==> config.mk <==
export PLATFORM = sky130hd
export DESIGN_NAME = mc_controller
export DESIGN_NICKNAME = d
export VERILOG_FILES = /design/src/rtl/mc_controller.sv
export SDC_FILE = /design/constraint.sdc
export NUM_CORES = 1
export LEC_CHECK = 0
export ABC_AREA = 0
export CAP_MARGIN = 40
export CORE_ASPECT_RATIO = 0.7
export CORE_UTILIZATION = 46
export DETAILED_ROUTE_END_ITERATION = 16
export PLACE_DENSITY_LB_ADDON = 0.05
export SLEW_MARGIN = 20
export SYNTH_ARGS = -nofsm -noshare
export SYNTH_HDL_FRONTEND = slang
export SYNTH_SLANG_ARGS = --single-unit
==> constraint.sdc <==
create_clock -name clk -period 2.9 [get_ports clk]
set_input_delay 0.435 -clock clk [delete_from_list [all_inputs] [get_ports clk]]
set_output_delay 0.435 -clock clk [all_outputs]
set_load 0.02 [all_outputs]
==> src/rtl/mc_controller.sv <==
// Multicycle controller for a small ARM-style datapath: Moore FSM with registered control outputs.
// Optional bus wait-state support is enabled by defining MC_BUS_WAIT_EN (adds the mem_ready input).
module mc_controller (
  input  logic       clk,
  input  logic       reset,
  input  logic [1:0] op,
  input  logic [5:0] funct,
  input  logic [3:0] rd,
  input  logic [3:0] cond,
  input  logic [3:0] alu_flags,
`ifdef MC_BUS_WAIT_EN
  input  logic       mem_ready,
`endif
  output logic       pc_w,
  output logic       ir_w,
  output logic       reg_w,
  output logic       mem_w,
  output logic       adr_src,
  output logic       alu_src_a,
  output logic [1:0] result_src,
  output logic [1:0] alu_src_b,
  output logic [1:0] imm_src,
  output logic [1:0] reg_src,
  output logic [2:0] alu_control,
  output logic [3:0] state,
  output logic       cond_ex
);

  typedef enum logic [3:0] {
    FETCH  = 4'd0,
    DECODE = 4'd1,
    MEMADR = 4'd2,
    MEMRD  = 4'd3,
    MEMWB  = 4'd4,
    MEMWR  = 4'd5,
    EXECR  = 4'd6,
    EXECI  = 4'd7,
    ALUWB  = 4'd8,
    BRANCH = 4'd9
  } state_t;

  typedef struct packed {
    logic       pc_w;
    logic       ir_w;
    logic       reg_w;
    logic       mem_w;
    logic       adr_src;
    logic       alu_src_a;
    logic [1:0] result_src;
    logic [1:0] alu_src_b;
    logic [1:0] imm_src;
    logic [1:0] reg_src;
    logic [2:0] alu_control;
  } ctrl_t;

  state_t      state_q;
  state_t      nxt;
  ctrl_t       ctrl_q;
  logic [3:0]  flags;
  logic        cex_nxt;
  logic        ready;
  logic        fetch_gate;
  logic [3:0]  cmd;

  assign cmd = funct[4:1];

`ifdef MC_BUS_WAIT_EN
  assign ready = mem_ready;
`else
  assign ready = 1'b1;
`endif

  function automatic logic cond_eval(input logic [3:0] c, input logic [3:0] fl);
    logic n, z, cy, v;
    {n, z, cy, v} = fl;
    case (c)
      4'b0000: cond_eval = z;
      4'b0001: cond_eval = ~z;
      4'b0010: cond_eval = cy;
      4'b0011: cond_eval = ~cy;
      4'b0100: cond_eval = n;
      4'b0101: cond_eval = ~n;
      4'b0110: cond_eval = v;
      4'b0111: cond_eval = ~v;
      4'b1000: cond_eval = cy & ~z;
      4'b1001: cond_eval = ~cy | z;
      4'b1010: cond_eval = (n == v);
      4'b1011: cond_eval = (n != v);
      4'b1100: cond_eval = ~z & (n == v);
      4'b1101: cond_eval = z | (n != v);
      4'b1110: cond_eval = 1'b1;
      default: cond_eval = 1'b0;
    endcase
  endfunction

  function automatic logic [2:0] alu_ctl(input logic [3:0] c);
    case (c)
      4'b0100, 4'b1011: alu_ctl = 3'b000;
      4'b0010, 4'b1010: alu_ctl = 3'b001;
      4'b0000, 4'b1000: alu_ctl = 3'b010;
      4'b1100:          alu_ctl = 3'b011;
      4'b0101:          alu_ctl = 3'b100;
      4'b0001, 4'b1001: alu_ctl = 3'b111;
      default:          alu_ctl = 3'b000;
    endcase
  endfunction

  // add, sub, adc, cmp and cmn are the arithmetic ops that produce meaningful C and V
  function automatic logic sets_cv(input logic [3:0] c);
    sets_cv = (c == 4'b0100) || (c == 4'b0010) || (c == 4'b0101) ||
              (c == 4'b1010) || (c == 4'b1011);
  endfunction

  function automatic ctrl_t decode(input state_t st, input logic cex,
                                   input logic [3:0] dst, input logic [3:0] c);
    ctrl_t o;
    o = '0;
    case (st)
      FETCH: begin
        o.ir_w       = 1'b1;
        o.pc_w       = 1'b1;
        o.alu_src_a  = 1'b1;
        o.alu_src_b  = 2'b10;
        o.result_src = 2'b10;
      end
      DECODE: begin
        o.alu_src_a  = 1'b1;
        o.alu_src_b  = 2'b10;
        o.result_src = 2'b10;
      end
      MEMADR: begin
        o.alu_src_b = 2'b01;
        o.imm_src   = 2'b01;
      end
      MEMRD: o.adr_src = 1'b1;
      MEMWB: begin
        o.result_src = 2'b01;
        o.reg_w      = cex;
        o.pc_w       = cex & (dst == 4'hF);
      end
      MEMWR: begin
        o.adr_src = 1'b1;
        o.reg_src = 2'b10;
        o.mem_w   = cex;
      end
      EXECR: o.alu_control = alu_ctl(c);
      EXECI: begin
        o.alu_src_b   = 2'b01;
        o.alu_control = alu_ctl(c);
      end
      ALUWB: begin
        o.reg_w = cex;
        o.pc_w  = cex & (dst == 4'hF);
      end
      BRANCH: begin
        o.alu_src_b  = 2'b01;
        o.imm_src    = 2'b10;
        o.result_src = 2'b10;
        o.pc_w       = cex;
      end
      default: o = '0;
    endcase
    return o;
  endfunction

  always_comb begin
    nxt = FETCH;
    case (state_q)
      FETCH:  nxt = ready ? DECODE : FETCH;
      DECODE: begin
        case (op)
          2'b01:   nxt = MEMADR;
          2'b00:   nxt = funct[5] ? EXECI : EXECR;
          2'b10:   nxt = BRANCH;
          default: nxt = FETCH;
        endcase
      end
      MEMADR: nxt = funct[0] ? MEMRD : MEMWR;
      MEMRD:  nxt = ready ? MEMWB : MEMRD;
      MEMWR:  nxt = ready ? FETCH : MEMWR;
      EXECR, EXECI: nxt = (cmd[3:2] == 2'b10) ? FETCH : ALUWB;
      default: nxt = FETCH;
    endcase
  end

  assign cex_nxt = (state_q == DECODE) ? cond_eval(cond, flags) : cond_ex;

  // Outputs are registered from the next state so they change together with state
  always_ff @(posedge clk or posedge reset) begin
    if (reset) begin
      state_q <= FETCH;
      flags   <= 4'b0000;
      cond_ex <= 1'b0;
      ctrl_q  <= decode(FETCH, 1'b0, 4'h0, 4'h0);
    end else begin
      state_q <= nxt;
      cond_ex <= cex_nxt;
      ctrl_q  <= decode(nxt, cex_nxt, rd, cmd);
      if ((state_q == EXECR || state_q == EXECI) && cond_ex && funct[0]) begin
        flags[3:2] <= alu_flags[3:2];
        if (sets_cv(cmd))
          flags[1:0] <= alu_flags[1:0];
      end
    end
  end

  // Write enables drop as soon as reset rises; fetch strobes also wait for the bus
  assign fetch_gate  = (state_q != FETCH) | ready;
  assign pc_w        = ctrl_q.pc_w & ~reset & fetch_gate;
  assign ir_w        = ctrl_q.ir_w & ~reset & fetch_gate;
  assign reg_w       = ctrl_q.reg_w & ~reset;
  assign mem_w       = ctrl_q.mem_w & ~reset;
  assign adr_src     = ctrl_q.adr_src;
  assign alu_src_a   = ctrl_q.alu_src_a;
  assign result_src  = ctrl_q.result_src;
  assign alu_src_b   = ctrl_q.alu_src_b;
  assign imm_src     = ctrl_q.imm_src;
  assign reg_src     = ctrl_q.reg_src;
  assign alu_control = ctrl_q.alu_control;
  assign state       = state_q;

endmodule

# After elaboration in Yosys (flattened, before gate mapping)

Memories as Yosys holds them, arrays and structs flattened.
Cells that the tools add are included.

Equal/unequal tests: 39
Multiplexer cells: 18
Bitwise gates (word level): 14
Reduce and logical (&&, ||, !) cells: 18

Operator list:

| cell               | count |
|---|---|
| $eq 4x3->1 const B | 12 |
| $eq 4x4->1 const B | 12 |
| $eq 4x2->1 const B | 7 |
| $pmux 4 s5         | 1 |
| $pmux 1 s15        | 1 |
| $eq 4x1->1 const B | 3 |
| $logic_not 4->1    | 3 |
| $pmux 2 s2         | 3 |
| $pmux 4 s3         | 1 |
| $reduce_or 2->1    | 4 |
| $and 1x1->1        | 7 |
| $mux 1             | 7 |
| $pmux 3 s2         | 1 |
| $reduce_or 3->1    | 2 |
| $logic_or 1x1->1   | 5 |
| $not 1->1          | 5 |
| $eq 2x2->1 const B | 2 |
| $mux 4             | 1 |
| $mux 3             | 1 |
| $pmux 1 s3         | 1 |
| $eq 2x1->1 const B | 1 |
| $logic_and 1x1->1  | 2 |
| $logic_not 2->1    | 1 |
| $mux 2             | 1 |
| 4 further kinds    | 5 |

Register bits: 26
Memory bits (read-only): 96
Input bits: 22
Output and inout bits: 22
Word-level logic and storage cells: 106
Memories kept: 2

Memory list:

| memory           | depth | width | read ports | clocked after Yosys merged registers in | wr ports | line | RTL |
|---|---|---|---|---|---|---|---|
| (name not given) | 16    | 3     | 1          | 0                                       | 0        | 97   | `case (c)` |
| (name not given) | 16    | 3     | 1          | 0                                       | 0        | 97   |  |

# Longest topological paths before layout

Depth after elaboration: 6
Mapped depth: 7
Gate-level depth less buffers: 7

# Worst setup path before layout

No wires, ideal clock.

Path type: reg-to-reg
Start point: reg state_q[1], in the netlist state[1]
End point: reg ctrl_q[16] (netlist name)
Library setup time: 0.086 ns
Arrival time: 1.883 ns
Data required time: 2.814 ns
Path slack: 0.931 ns
Stages on the path, launching flop included: 7
Path buffers: 1
Clock period less this slack: 1.969 ns
Cells stage by stage: dfrtp_1 > buf_6 > or4b_4 > o31ai_4 > or3_2 > nor2_1 > a2111o_1

Word-level cells in the longest chain between the ends: 6
Elaborated cells on any way between the ends: 16
Classes of those cells: eq/ne: 8; mux: 3; bitwise: 1; reduce/logical: 4

Ends and longest elaborated chain:

| what                                            | line | RTL |
|---|---|---|
| start, declared                                 | 56   | `state_t state_q;` |
| start signal, assigned                          | 196  | `state_q <= nxt;` |
| $eq 4x3->1                                      | 168  | `case (state_q)` |
| $reduce_or 2->1                                 | 168  |  |
| $pmux 4 s5 *                                    | 168  |  |
| via nxt[0]                                      | 57   | `state_t nxt;` |
| $eq 4x4->1 / $eq 4x3->1 (equally long branches) | 118  | `case (st)` |
| $reduce_or 2->1 (no source line)                | --   |  |
| $pmux 1 s3 *                                    | 118  |  |
| end signal, assigned                            | 194  | `ctrl_q <= decode(FETCH, 1'b0, 4'h0, 4'h0);` |
| end signal, assigned                            | 198  | `ctrl_q <= decode(nxt, cex_nxt, rd, cmd);` |
| end, declared                                   | 58   | `ctrl_t ctrl_q;` |

The timed path passes the listed nets; every way through them passes the cells marked *.
A chain may end at the register's enable or synchronous reset.

# Final worst setup path

Start point: in reset
End point: out reg_w

Word-level cells in the longest chain between the ends: 2

Ends and longest elaborated chain:

| what            | line | RTL |
|---|---|---|
| start, declared | 5    | `input logic reset,` |
| $not 1->1       | 211  | `assign reg_w = ctrl_q.reg_w & ~reset;` |
| $and 1x1->1     | 211  |  |
| end, declared   | 16   | `output logic reg_w,` |

No other way between the ends.

==> summary.md <==
| Metric | Value |
|---|---|
| Clock Pin Slew Worst Setup and Hold Paths | `80 ps` |
| Unrepaired setup endpoints after global routing | `no` |
| Final wirelength | `2670 um` |
| Compound-Gate Fraction of Synth Area | `12.2%` |
| Pleak | `0.000803 uW` |
| Ys Warns | `0` |
| Clk sink count | `25` |
| Syn Area/Cell | `10.3 um^2` |
| Layout cell share with drive strength beyond 1 | `14.8%` |
| Hold path depth | `1` |
| Hold crit path type | `reg -> reg` |
| Hold path start | `flags[0]` |
| Final core occ | `64.7%` |
| Maxcap violations | `0` |
| Largest net degree at the start of global routing | `17` |
| Asr flop ratio synth | `100%` |
| Design Power | `1470 uW` |
| Die Y | `47.8 um` |
| Fin. Hold Viols | `0` |
| Synth top cells by count | `dfrtp_1 (20), buf_4 (11), nor2_1 (11)` |
| Crit path DAT | `1690 ps` |
| Average wire per standard cell | `13.0 um` |
| Setup crit end kind | `output port` |
| Cts bufs inserted | `3` |
| Period utilization | `73.3%` |
| Setup TNS | `0 ps` |
| Least-Margin Pin Slew | `477 ps` |
| Synth Area in Simple Gates | `24.7%` |
| RD Place Congestion | `0.812` |
| Port buffer count | `42` |
| Worst-case reg-to-reg path depth | `5` |
| Row Count | `16` |
| 1st-iter DRT viols | `34` |
| CTS tree | `done` |
| CTS Buffer Depth | `2` |
| Hold slack | `562 ps` |
| Detailed placement HPWL | `2160 um` |
| Mux share of post-synthesis cell area | `4.00%` |
| Clk_lat worst skew | `270 ps` |
| Register area share after synthesis | `45.9%` |
| Synth Net Count | `160` |
| Worst Skew | `1.88 ps` |
| H-tree Lvls | `1` |
| 1st-pass router iterations | `4` |
| Gr ovfl total | `0` |
| F_max | `470 MHz` |
| Setup violators final | `0` |
| Total Nets Final | `196` |
| Remaining DRCs | `0` |
| CP Max Fanout | `5` |
| Die area | `0.00322 mm^2` |
| First-pass GRT wire length | `4230 um` |
| Kind of critical path | `in -> out` |
| Fillers | `227` |
| Max Slew Vio Count | `0` |
| Resize count post-CTS | `0` |
| I/O pins | `44` |
| Postcts setup bufs | `0` |
| Detail Route Antenna Nets | `0` |
| Ant. Diodes | `0` |
| Vias in the first global route | `924` |
| Library cells used by synthesis | `44` |
| P per Cell Area | `808 mW/mm^2` |
| Mapped cell area | `0.00138 mm^2` |
| Reg2reg end | `ctrl_q[16]` |
| Starting Density | `48.8%` |
| FF+latch count, synth | `25` |
| Register Area | `632 um^2` |
| R2R setup slack | `930 ps` |
| Hold Buf Count CTS | `0` |
| Multi-input gate area | `626 um^2` |
| Synth Flop Type | `dfrtp_1` |
| Count leader, synth | `dfrtp_1` |
| Number of synthesized flops with an enable pin | `0` |
| Synth Area in Adders | `3.63%` |
| Rel. slew slack | `67.3%` |
| Die extent in x | `67.4 um` |
| Worst endpoint required time | `2470 ps` |
| Root Driver | `clkbuf_8` |
| Status | `finished, final reports clean` |
| Via count | `1050` |
| Worst Hold End | `flags[0]` |
| Core area | `0.00282 mm^2` |
| Layout area overhead | `32.5%` |
| Largest family of logic cells by synthesized area | `simple AND/OR/NAND/NOR gates` |
| Yosys top cell by area | `dfrtp_1` |
| Antenna violations before repair | `0` |
| Top-area cell type share of the netlist area | `36.3%` |
| Startpoint type of the worst setup path | `input pin` |
| Area contributors post-synth | `dfrtp_1 (36%), dfstp_2 (9.5%), buf_4 (6.0%)` |
| DR vias/cell | `5.12` |
| VDD IR-drop max | `0.000332 V` |
| Fin crit period | `2130 ps` |
| Total GRT Usage | `18.5%` |
| Post-synthesis xor/xnor area fraction | `0.636%` |
| Launching point of the worst reg2reg path | `state[1]` |
| Post-Syn Instances | `134` |
==> registers in the layout, summed over array words and instances (netlist names) <==
signal / flops
alu_control: 3
flags: 4
result_src: 2
cond_ex: 1
ctrl_q: 4
state: 4
imm_src: 2
reg_src: 1
alu_src_a: 1
adr_src: 1
alu_src_b: 2
==> critical path, cell delays in order <==
cell	delay, ps
clkdlybuf4s50_1	480
nor2b_1	160
clkdlybuf4s50_1	620
==> per-stage QoR <==
step,area (um^2),cells,setup slack (ps)
2_1_floorplan,1380,134,931
6_report,1830,205,774
3_5_place_dp,1780,201,674
3_3_place_gp,1750,200,752
4_1_cts,1830,205,748
5_1_grt,1830,205,714
==> kinds of logic (layout without fill, tap and decap cells) <==
group | Yosys count | count (layout)
fa+ha+maj | 4 | 4
simple gates | 58 | 58
flops | 25 | 25
other cells | 1 | 1
xor+xnor | 1 | 1
buf+inv | 19 | 54
mux | 5 | 5
compound gates | 21 | 21
==> area by class of cell <==
class                      instances  share of cell area, %
clock buffer                       3                   2.26
inverter                           7                   1.44
multi-input combinational         90                   34.3
clock inverter                     1                  0.411
timing repair buffer              43                   24.5
sequential                        25                   34.6
tap                               36                   2.47
==> placed cells by master (no fill, tap or decap), types with 2 or more instances in the layout <==
cell and instances:
ha_1 4, nor2_1 11, a21oi_1 6, clkbuf_8 3
dfstp_2 5, and3_1 3, nor3_1 3, nor2b_1 7
inv_1 7, dfrtp_1 20, nand2b_1 5, mux2_2 4
nand4_1 2, nor3b_1 3, or2_2 2, nand3_1 3
nand2_1 6, clkdlybuf4s50_1 42, and2_1 2, a211oi_1 2
o21ai_0 2, or3_1 3
==> power by group <==
part / total, uW / switching (uW) / internal (uW)
registers: 571 / 84.7 / 486
logic: 696 / 336 / 360
clock network: 208 / 111 / 97.5
==> worst max path at each step <==
stage	start	to	slack, ps	cells past startpoint
floorplan	state[1]	ctrl_q[16]	930	6
global route	reset	reg_w	710	3
detailed placement	op[1]	ctrl_q[16]	670	6
global placement	op[1]	ctrl_q[16]	750	6
finish	reset	reg_w	770	3
CTS	reset	reg_w	750	3
==> metal layers <==
layer	up-vias	global-route usage [%]	wire length, um
met5	-	0	0
met4	0	5.11	22
met3	3	5.71	128
met2	33	31.0	1290
met1	486	23.5	1230
li1	528	-	-
Note: power is estimated with default switching activity, not from simulation.
